## src/rtl/pc_target_pkg.sv

```systemverilog
// Shared encodings for the next-PC target unit: request modes and flush FSM states.
package pc_target_pkg;

  typedef logic [1:0] mode_t;

  localparam mode_t MODE_SEQ    = 2'd0;
  localparam mode_t MODE_JUMP   = 2'd1;
  localparam mode_t MODE_BRANCH = 2'd2;
  localparam mode_t MODE_JR     = 2'd3;

  typedef enum logic {
    ST_IDLE  = 1'b0,
    ST_FLUSH = 1'b1
  } state_t;

endpackage

```

## src/rtl/pc_target_calc.sv

```systemverilog
// Combinational next-PC target selection for sequential, jump, branch and jump-register flow.
module pc_target_calc
  import pc_target_pkg::*;
#(
  parameter int unsigned ADDR_W = 32,
  parameter int unsigned IDX_W  = 26,
  parameter int unsigned IMM_W  = 16
) (
  input  logic [1:0]        mode,
  input  logic [ADDR_W-1:0] pc_plus4,
  input  logic [IDX_W-1:0]  instr_index,
  input  logic [IMM_W-1:0]  imm,
  input  logic [ADDR_W-1:0] reg_target,
  input  logic              branch_taken,
  output logic [ADDR_W-1:0] calc_target,
  output logic              calc_redirect,
  output logic              calc_misaligned
);

  localparam int unsigned EXT_W = ADDR_W - IMM_W;

  logic [ADDR_W-1:0] imm_sext;
  logic [ADDR_W-1:0] branch_off;

  assign imm_sext   = {{EXT_W{imm[IMM_W-1]}}, imm};
  assign branch_off = {imm_sext[ADDR_W-3:0], 2'b00};

  always_comb begin
    calc_target     = pc_plus4;
    calc_redirect   = 1'b0;
    calc_misaligned = 1'b0;
    case (mode_t'(mode))
      MODE_SEQ: ;
      MODE_JUMP: begin
        calc_target   = {pc_plus4[ADDR_W-1:IDX_W+2], instr_index, 2'b00};
        calc_redirect = 1'b1;
      end
      MODE_BRANCH: begin
        if (branch_taken) begin
          calc_target   = pc_plus4 + branch_off;
          calc_redirect = 1'b1;
        end
      end
      MODE_JR: begin
        // Target passes through unmodified; alignment is only reported.
        calc_target     = reg_target;
        calc_redirect   = 1'b1;
        calc_misaligned = |reg_target[1:0];
      end
      default: ;
    endcase
  end

endmodule

```

## src/rtl/pc_target_unit.sv

```systemverilog
// Registered next-PC target stage with valid/ready handshake and a counted flush window after redirects.
module pc_target_unit
  import pc_target_pkg::*;
#(
  parameter int unsigned ADDR_W       = 32,
  parameter int unsigned IDX_W        = 26,
  parameter int unsigned IMM_W        = 16,
  parameter int unsigned FLUSH_CYCLES = 2
) (
  input  logic              clk,
  input  logic              rst,
  input  logic              in_valid,
  output logic              in_ready,
  input  logic [1:0]        mode,
  input  logic [ADDR_W-1:0] pc_plus4,
  input  logic [IDX_W-1:0]  instr_index,
  input  logic [IMM_W-1:0]  imm,
  input  logic [ADDR_W-1:0] reg_target,
  input  logic              branch_taken,
  output logic              out_valid,
  input  logic              out_ready,
  output logic [ADDR_W-1:0] target,
  output logic              redirect,
  output logic              misaligned,
  output logic              flush
);

  localparam int unsigned CNT_W = (FLUSH_CYCLES > 0) ? $clog2(FLUSH_CYCLES + 1) : 1;

  logic [ADDR_W-1:0] calc_target;
  logic              calc_redirect;
  logic              calc_misaligned;
  logic              accept;
  logic              out_hs;
  state_t            state;
  logic [CNT_W-1:0]  cnt;

  pc_target_calc #(
    .ADDR_W (ADDR_W),
    .IDX_W  (IDX_W),
    .IMM_W  (IMM_W)
  ) u_calc (
    .mode            (mode),
    .pc_plus4        (pc_plus4),
    .instr_index     (instr_index),
    .imm             (imm),
    .reg_target      (reg_target),
    .branch_taken    (branch_taken),
    .calc_target     (calc_target),
    .calc_redirect   (calc_redirect),
    .calc_misaligned (calc_misaligned)
  );

  // A held redirect blocks same-cycle acceptance so no wrong-path request slips in.
  assign in_ready = (state == ST_IDLE) && (!out_valid || (out_ready && !redirect));
  assign accept   = in_valid && in_ready;
  assign out_hs   = out_valid && out_ready;

  always_ff @(posedge clk) begin
    if (rst) begin
      out_valid  <= 1'b0;
      target     <= '0;
      redirect   <= 1'b0;
      misaligned <= 1'b0;
      flush      <= 1'b0;
      state      <= ST_IDLE;
      cnt        <= '0;
    end else begin
      if (accept) begin
        out_valid  <= 1'b1;
        target     <= calc_target;
        redirect   <= calc_redirect;
        misaligned <= calc_misaligned;
      end else if (out_hs) begin
        out_valid <= 1'b0;
      end

      case (state)
        ST_IDLE: begin
          if (out_hs && redirect && (FLUSH_CYCLES > 0)) begin
            state <= ST_FLUSH;
            cnt   <= CNT_W'(FLUSH_CYCLES);
            flush <= 1'b1;
          end
        end
        ST_FLUSH: begin
          cnt <= cnt - CNT_W'(1);
          if (cnt == CNT_W'(1)) begin
            state <= ST_IDLE;
            flush <= 1'b0;
          end
        end
        default: begin
          state <= ST_IDLE;
          flush <= 1'b0;
        end
      endcase
    end
  end

endmodule

```

## config.mk

```make
export PLATFORM = sky130hd
export DESIGN_NAME = pc_target_unit
export DESIGN_NICKNAME = d
export VERILOG_FILES = /design/src/rtl/pc_target_pkg.sv /design/src/rtl/pc_target_calc.sv /design/src/rtl/pc_target_unit.sv
export SDC_FILE = /design/constraint.sdc
export NUM_CORES = 1
export LEC_CHECK = 0
export CORE_MARGIN = 5
export CORE_UTILIZATION = 45
export DETAILED_ROUTE_END_ITERATION = 12
export GPL_ROUTABILITY_DRIVEN = 0
export PLACE_DENSITY_LB_ADDON = 0.08
export SYNTH_ARGS = -nofsm -noshare
export SYNTH_HDL_FRONTEND = slang
export SYNTH_SLANG_ARGS = --single-unit
export TNS_END_PERCENT = 1
```

## constraint.sdc

```tcl
create_clock -name clk -period 4.6 [get_ports clk]
set_input_delay 1.38 -clock clk [delete_from_list [all_inputs] [get_ports clk]]
set_output_delay 1.38 -clock clk [all_outputs]
set_load 0.02 [all_outputs]
```

==> results.txt <==
The flow ran to the end, and the final reports show no timing, DRC or antenna violations. The hold buffer count at CTS came out at 0. The die covers 10700 µm². The cell that appears most often on the critical path is clkdlybuf4s50_1. For this design the ratio of total power to cell area is 232 nW/µm². The final design area excluding fillers is 5610 µm². The total iterations of the first detailed-routing run came out at 5. Of the cells placed in the final design, the portion with a size suffix greater than 1 is 0.0486.

Clock tree synthesis selected as its root buffer the cell clkbuf_8. The summed negative setup slack over all endpoints is 0 ps. The starting density of the core came out at 0.455. The count of standard-cell rows came out at 34. The setup path with the least slack is of type input pin to primary output.

The number of warning messages in the yosys log is 0. The final period demand of the worst path came out at 4210 ps. The required time reported for the critical path endpoint is 3220 ps. The post-synthesis adder-cell area fraction is 0.101.

After synthesis, the netlist uses 62 different library cells. On the critical path, the stage with the largest delay is an instance of clkdlybuf4s50_1. The clock transition at the registers of the reported paths came out at 90 ps. The worst voltage drop across the vdd grid is 0.115 mV. The post-synth net total came out at 687. The post-synthesis compound-gate area fraction is 0.362. The core region area came out at 8590 µm². The post-cts sizing count came out at 0. The residual DRC count is 0. The leakage power came out at 2.20 nW. The number of gates on the worst path with buffers counted is 4. The setup slack on the worst flop-to-flop path came out at 2420 ps. The synthesis-stage register bit count came out at 39. In the synthesized netlist the dominant register cell turns out to be dfxtp_1. The number of cell instances on the worst register-to-register path came out at 6. The launching point of the worst reg2reg path is redirect.

The wire length of the first global-routing pass came out at 23100 µm. The cell area that synthesis handed to floorplanning was 3910 µm². Measured against the total synthesized area, the mux share comes to 0.0237. The relative slew slack is 0.342. The number of instances in the placed design is 779. The number of vias in the routed layout is 4896. In the final design database the tool counted 822 nets. The commonest cells after synthesis are 68 x nor2_1, 65 x a21oi_1, 54 x nand2_1. Post-CTS timing repair inserted 0 buffers for setup. The maximum number of buffers from clock root to sink is 2.

In this run the mean area of a mapped cell was 7.20 µm². The floorplan die height came out at 103 µm. For this run, the total global-route usage over all layers was measured as 0.276.

The number of filler instances in the final layout came out at 798. The async set or reset register ratio after synthesis is 0. The kind of capture point of the worst setup path is a primary output. The horizontal die dimension is 103 µm. Entering global routing, the biggest net connects 27 pins. Wires add up to 15100 µm. After synthesis, the largest family of logic cells by area is compound AO/OA/AOI/OAI gates.

For the pin with the worst max-slew slack, the measured transition is 983 ps. The sink count of the clock tree is 39. The biggest area contributor in the post-synthesis netlist is dfxtp_1.

For this run, the slowest stage of the critical path takes 660 ps. The average routed wire per standard cell is 19.1 µm. The detailed placer's ending HPWL is 11800 µm. The setup skew after layout is 4.15 ps.

The hold violation total from the final report was 0. The count of final max-slew check failures is 0. The number of enable-type register cells in the synthesized netlist came out at 0. Buffers inserted during clock tree synthesis total 5.

The clock latency on the worst-skew pair is 300 ps. Once detail routing completed, the nets flagged for antenna violations numbered 0. The class of the most critical hold timing path is register to register. The sequential cell area fraction in the yosys report is 0.200. The deepest level of the CTS H-tree is 2. After the flow finishes, the layout carries non-filler instances totaling 787. The synthesis-to-layout area growth is 43.5%.

The DRC violation total after the first TritonRoute iteration is 294. The worst hold path passes through 2 cells. Yosys attributes the largest share of cell area to dfxtp_1 20%, ha_1 9.6%, a21oi_1 8.3%. The most common cell in the synthesized netlist is nor2_1. The part of the cycle the worst path needs is 0.916. The end point of the critical path is in_ready.

TritonCTS built the clock tree. The count of pins on the block boundary came out at 150. The number of inserted diodes is 0. The number of buffers and inverters on the critical path is 2. The portion of synthesized cell area occupied by the leading cell type is 0.200. The number of I/O port buffers is 149. The post-synthesis instance total is 543.

Of the total synthesized cell area, the portion taken by AND, OR, NAND and NOR gates is 0.211. In this run the critical register-to-register path is captured at target[31]. The number of antenna violations at the first check in global routing is 0. The max-capacitance violation count came out at 0. The number of vias per cell after detailed routing came out at 6.22.

The data arrival time at the worst-slack endpoint is 2830 ps. In this run the worst path has a maximum fanout of 3. The number of global-route vias before repair came out at 4582. The critical path goes through clkdlybuf4s50_1 > nand2b_1 > a21oi_1 > clkdlybuf4s50_1. Of the total synthesized cell area, the portion taken by XOR and XNOR cells is 0.0471. Setup repair after global routing left no endpoint under its margin. The placed instance area is 5500 µm². The timing startpoint of the critical path is out_ready. Among cell families on the critical path, the largest total delay comes from buffers and inverters. The post-route worst hold slack is 457 ps.

Setup violations remaining at the end of the flow were counted as 0. The worst setup path is launched from an input pin. The sum of overflow across all layers after global routing is 0. The maximum frequency from static timing analysis came out at 237 MHz.
## cell families after synthesis
group	Yosys count
compound gates	207
simple gates	183
buf+inv	53
flops	39
fa+ha+maj	31
xor+xnor	21
mux	9
## flip-flops by register name, indices dropped and copies added, names as in the netlist
name        cells
target         32
redirect        1
misaligned      1
out_valid       1
flush           1
cnt             2
state           1
## worst min-delay path, cell delays in order (launching register included)
cell and delay [ps]:
dfxtp_1 320, nand2_1 50, a21oi_1 50
## layout by cell type (no fill, tap or decap), types with 3 or more instances in the layout
cell / count
a31oi_1: 5
and3_1: 3
nand2b_1: 6
ha_1: 30
o21ai_0: 20
o21a_1: 4
o221ai_1: 4
clkbuf_8: 5
dfxtp_1: 39
nor3_1: 19
a311oi_1: 4
xnor2_1: 13
o22ai_1: 16
inv_1: 16
a21o_1: 14
a221oi_1: 21
mux2i_1: 7
nand4_1: 5
o211ai_1: 14
and2_1: 4
a211oi_1: 11
nand2_1: 54
xor2_1: 8
buf_4: 16
nor2_1: 68
clkdlybuf4s50_1: 149
nand3_1: 9
nand3b_1: 7
a21oi_1: 65
o41ai_1: 5
## power by group
group          switching, mW  total (mW)  internal [mW]
logic                  0.323       0.614          0.291
clock network          0.143       0.305          0.162
registers             0.0166       0.382          0.366
## area by class of cell
class,count,area [µm²],area share
sequential,39,781,0.139
clock inverter,3,43.8,0.00781
tap,108,135,0.0241
timing repair buffer,165,1610,0.287
inverter,16,60.1,0.0107
multi-input combinational,451,2910,0.519
clock buffer,5,68.8,0.0123
## per-layer routing
layer | global-route usage | part of all wire | vias to the layer above
li1 | - | - | 2314
met1 | 0.379 | 0.43 | 2309
met2 | 0.449 | 0.46 | 243
met3 | 0.0369 | 0.085 | 30
met4 | 0.0847 | 0.024 | 0
met5 | 0 | 0 | -
## worst min path at each step
stage / end / slack, ps / from
3_3_place_gp: target[15] / 440 / target[15]
4_1_cts: target[13] / 460 / target[13]
5_1_grt: target[9] / 480 / target[9]
6_report: target[13] / 460 / target[13]
2_1_floorplan: cnt[0] / 470 / cnt[0]
3_5_place_dp: target[18] / 450 / target[18]
## per-stage QoR
| stage | util | total power [mW] | worst slack, ps |
|---|---|---|---|
| after floorplan | - | 0.739 | 886 |
| after global placement | 0.640 | 0.985 | 171 |
| after detailed placement | 0.640 | 0.994 | 83.2 |
| after CTS | 0.653 | 1.30 | 361 |
| after global routing | 0.653 | 1.37 | 169 |
| final | 0.653 | 1.30 | 387 |
Note: power is estimated with default switching activity, not from simulation.
==> patch 1 (same flow settings) <==
Reset style: asynchronous (`rst`), changed in one clocked block.
--- a/src/rtl/pc_target_unit.sv
+++ b/src/rtl/pc_target_unit.sv
@@ -57,5 +57,5 @@
   assign out_hs   = out_valid && out_ready;
 
-  always_ff @(posedge clk) begin
+  always_ff @(posedge clk or posedge rst) begin
     if (rst) begin
       out_valid  <= 1'b0;
Formal check against the unedited RTL: differs if rst is asserted again (counterexample within 4 cycles, from zero or initial values and one cycle with rst high); with rst held inactive, the same outputs for 10 cycles.
==> patch 1 against the unedited design <==
Clock skew increased by 0.0038 ns. Synthesized area decreased by 0.93%. Count of clock-buffer cells in the layout increased by 1. Design area decreased by 0.25%. Routed wire length decreased by 11%. Sequential cell count unchanged. Synthesized cell count decreased by 12%. Worst setup slack got worse by 0.17 ns. Global-route usage decreased by 2.4 points.
Power is not compared: it rests on default switching activity, and its combinational part moved more than twofold at a synthesized area within 25%.
==> patch 1: results (changes against the unedited design) <==
Status
  • Status: completed (unchanged)

GRT
  • Total GRT Usage: 0.2522 (was 0.2759)
  • Met2 Use GR: 0.4161 (was 0.4494)
  • Met3 Use GR: 0.05074 (was 0.03689)
  • Number of global-route vias before repair: 4270 (was 4582)
  • Global-route wire length before repair: 21090 µm (was 23090 µm)
  • Largest net degree at the start of global routing: 29 (was 27)
  • GR Util met1: 0.3416 (was 0.3792)

Synthesis
  • Asr flop ratio synth: 1.000 (was 0)
  • Top cells by area, synth: dfrtp_1 25%, ha_1 9.7%, a21oi_1 6.6% (was dfxtp_1 20%, ha_1 9.6%, a21oi_1 8.3%)
  • Synthesis Warnings: 0 (unchanged)
  • Sequential fraction of the synthesis area: 0.2520 (was 0.1997)
  • Primary FF master, synth: dfrtp_1 (was dfxtp_1)
  • Cell variety after synth: 51 (was 62)
  • Synthesized Nets: 620 (was 687)
  • Top cells by instance count after synthesis: 53 x nand2_1, 51 x a21oi_1, 39 x dfrtp_1, 39 x o21ai_0, 36 x nor2_1 (was 68 x nor2_1, 65 x a21oi_1, 54 x nand2_1, 39 x dfxtp_1, 30 x ha_1)
  • Gate Count Post-Synth: 476 (was 543)

Setup path
  • Crit path from: pc_plus4[2] (was out_ready)
  • CP endpoint: target[18] (was in_ready)
  • CP max FO: 3 (unchanged)
  • Critical R2R Launch: redirect (unchanged)
  • Cells on worst reg2reg path: 8 (was 6)
  • WP data arrival: 4.58 ns (was 2.83 ns)
  • Worst R2R End: target[28] (was target[31])
  • R2r setup slk: 2.27 ns (was 2.42 ns)

Hold path
  • HP Start: target[27] (was target[13])
  • Endpoint, Worst Hold: target[27] (was target[13])
  • HP Class: flip-flop to flip-flop (unchanged)

Place
  • Pre-CTS setup slack: -0.07372 ns (was 0.08316 ns)
  • DP Area: 0.005512 mm² (was 0.005498 mm²)
  • Placed Cells: 721 (was 779)
  • DP Wirelength: 10620 µm (was 11780 µm)

STA
  • Worst slew pin tran: 1.035 ns (was 0.9832 ns)
  • Final worst slack: 0.2134 ns (was 0.3871 ns)
  • Clk_skew: 0.007997 ns (was 0.004150 ns)

Final layout
  • Fraction of layout cells with a size suffix above 1: 0.07372 (was 0.04860)
  • Layout Nets: 767 (was 822)
  • FILL cells: 726 (was 798)
  • Final std cells w/o fill: 729 (was 787)
  • Largest regs: target x32, cnt x2 (unchanged)

Power and ir drop
  • Clock Power: 0.239 mW
  • Tot Pwr: 2.150 mW

Routing
  • WL per Instance: 18.47 µm (was 19.15 µm)
  • Wl on met1: 5875 µm (was 6497 µm)
  • Met3 wire len: 1030 µm (was 1279 µm)
  • Metal2 WL: 6312 µm (was 6932 µm)
  • DR top layer: met4 (unchanged)
  • Initial DRC Count: 258 (was 294)
  • Via count of the routed design: 4358 (was 4896)

Clocking
  • Clock transition at path regs: 0.09 ns (about the same)
[patch 1: cell type report]
cell class	instances	area (µm²)	share of cell area
multi-input combinational	401	2764	0.4939
timing repair buffer	163	1592	0.2844
sequential	39	975.9	0.1744
tap	105	131.4	0.02347
clock buffer	6	72.57	0.01297
inverter	13	48.80	0.008719
clock inverter	2	12.51	0.002236
[patch 1: worst max-delay path: stages]
cell and delay (ns):
clkdlybuf4s50_1 0.52, ha_1 0.19, inv_1 0.06, fa_1 0.39, nand2b_1 0.20, a211o_1 0.29, a21oi_1 0.23, o21ai_2 0.09
o21ai_1 0.16, xor2_1 0.08, mux2_2 0.27, mux4_2 0.46, mux2_4 0.27
[patch 1: cells by family after synthesis]
family / after synthesis / synth area share
muxes: 35 / 0.1215
buffers and inverters: 36 / 0.03490
DFF: 39 / 0.2520
xor gates and xnor gates: 19 / 0.04297
and+or+nand+nor: 149 / 0.1787
AOI/OAI and AO/OA: 167 / 0.2679
adders and majority gates: 31 / 0.1021
==> patch 2 (same settings) <==
Made on the original files. `FLUSH_CYCLES`: 2 -> 1.
--- a/src/rtl/pc_target_unit.sv
+++ b/src/rtl/pc_target_unit.sv
@@ -6,5 +6,5 @@
   parameter int unsigned IDX_W        = 26,
   parameter int unsigned IMM_W        = 16,
-  parameter int unsigned FLUSH_CYCLES = 2
+  parameter int unsigned FLUSH_CYCLES = 1
 ) (
   input  logic              clk,
Behaviour: not the same (Yosys sat finds a counterexample within 4 cycles, from zero or initial values and one cycle with rst high).
==> patch 2 against the unedited design <==
Sequential cell count decreased by 1. Count of clock-buffer cells in the layout stayed put. Critical path depth grew 9. Design area shrank 3.1%. Synthesized area shrank 4.9%. Routed wire length fell by 5.4%. Worst setup slack got worse by 0.080 ns. Total power down 4.2%.
==> patch 2: results (changes against the unedited design) <==
Power and ir drop
  • LEAKAGE: 2.113 nW (was 2.203 nW)
  • Power Density: 229.4 mW/mm² (was 232.0 mW/mm²)
  • Max IR drop VDD: 0.0001886 V (was 0.0001155 V)

GRT
  • GR Util met1: 0.3862 (was 0.3792)
  • Met2 Use GR: 0.4557 (was 0.4494)
  • Number of global-route vias before repair: 4527 (was 4582)
  • Met3 Use GR: 0.04083 (was 0.03689)
  • Global-route wire length before repair: 22820 µm (was 23090 µm)
  • Largest net degree at the start of global routing: 37 (was 27)
  • Total GRT Usage: 0.2785 (was 0.2759)

STA
  • Worst slew pin tran: 0.6453 ns (was 0.9832 ns)
  • Clk_skew: 0.005113 ns (was 0.004150 ns)
  • Worst Hold Slack: 0.4570 ns (was 0.4571 ns)

Final layout
  • Layout Nets: 789 (was 822)
  • Fraction of area in clock buffers and inverters: 0.02094 (was 0.02007)
  • Non-clk bufs: 161 (was 165)
  • Final std cells w/o fill: 752 (was 787)
  • Comb_multi_in: 420 (was 451)
  • Area of the multi-input gates: 0.002774 mm² (was 0.002910 mm²)
  • Fraction of layout cells with a size suffix above 1: 0.05410 (was 0.04860)
  • Sequential cell area: 760.7 µm² (was 780.7 µm²)
  • FILL cells: 718 (was 798)

Place
  • DP Wirelength: 11000 µm (was 11780 µm)
  • Pre-CTS setup slack: -0.002114 ns (was 0.08316 ns)
  • DP Area: 0.005323 mm² (was 0.005498 mm²)

Routing
  • Met3 wire len: 1331 µm (was 1279 µm)
  • Initial DRC Count: 379 (was 294)
  • Wl on met1: 6203 µm (was 6497 µm)
  • WL per Instance: 18.96 µm (was 19.15 µm)
  • Metal2 WL: 6525 µm (was 6932 µm)

Synthesis
  • Cell variety after synth: 69 (was 62)
  • Top cells by area, synth: dfxtp_1 20%, ha_1 9.8%, a21oi_1 7.9% (was dfxtp_1 20%, ha_1 9.6%, a21oi_1 8.3%)
  • Top cells by instance count after synthesis: 59 x a21oi_1, 52 x nand2_1, 46 x o21ai_0, 38 x dfxtp_1, 31 x nor2_1 (was 68 x nor2_1, 65 x a21oi_1, 54 x nand2_1, 39 x dfxtp_1, 30 x ha_1)
  • Mean Syn Cell Area: 7.334 µm² (was 7.198 µm²)

Hold path
  • HP Start: target[9] (was target[13])
  • Endpoint, Worst Hold: target[9] (was target[13])

Setup path
  • WP data arrival: 4.49 ns (was 2.83 ns)
  • Crit-path max cell delay: 0.50 ns (was 0.66 ns)
  • Worst R2R End: target[30] (was target[31])
  • R2r setup slk: 2.73 ns (was 2.42 ns)
  • Crit-path leading delay family: compound AO/OA/AOI/OAI gates (was buffers and inverters)

Status
  • Status: completed (unchanged)
[patch 2: cells by family after synthesis]
group,count (synthesis),share of synthesized area
compound gates,219,0.3843
simple gates,149,0.1965
buf+inv,49,0.04946
flops,38,0.2046
fa+ha+maj,30,0.1030
xor+xnor,15,0.03533
mux,7,0.02692
[patch 2: worst max-delay path by stage]
stage	from	end	slack (ns)	cells after the start
6_report	pc_plus4[2]	target[14]	0.31	13
5_1_grt	pc_plus4[2]	target[14]	0.08	13
4_1_cts	pc_plus4[2]	target[14]	0.31	13
3_5_place_dp	pc_plus4[2]	target[14]	-0.002	13
3_3_place_gp	pc_plus4[2]	target[14]	0.06	13
2_1_floorplan	pc_plus4[2]	target[14]	0.69	12
[patch 2: where the power goes]
group	switching, mW	internal (mW)
Sequential	0.0160	0.357
Combinational	0.296	0.277
Clock	0.139	0.162
Total	0.451	0.796
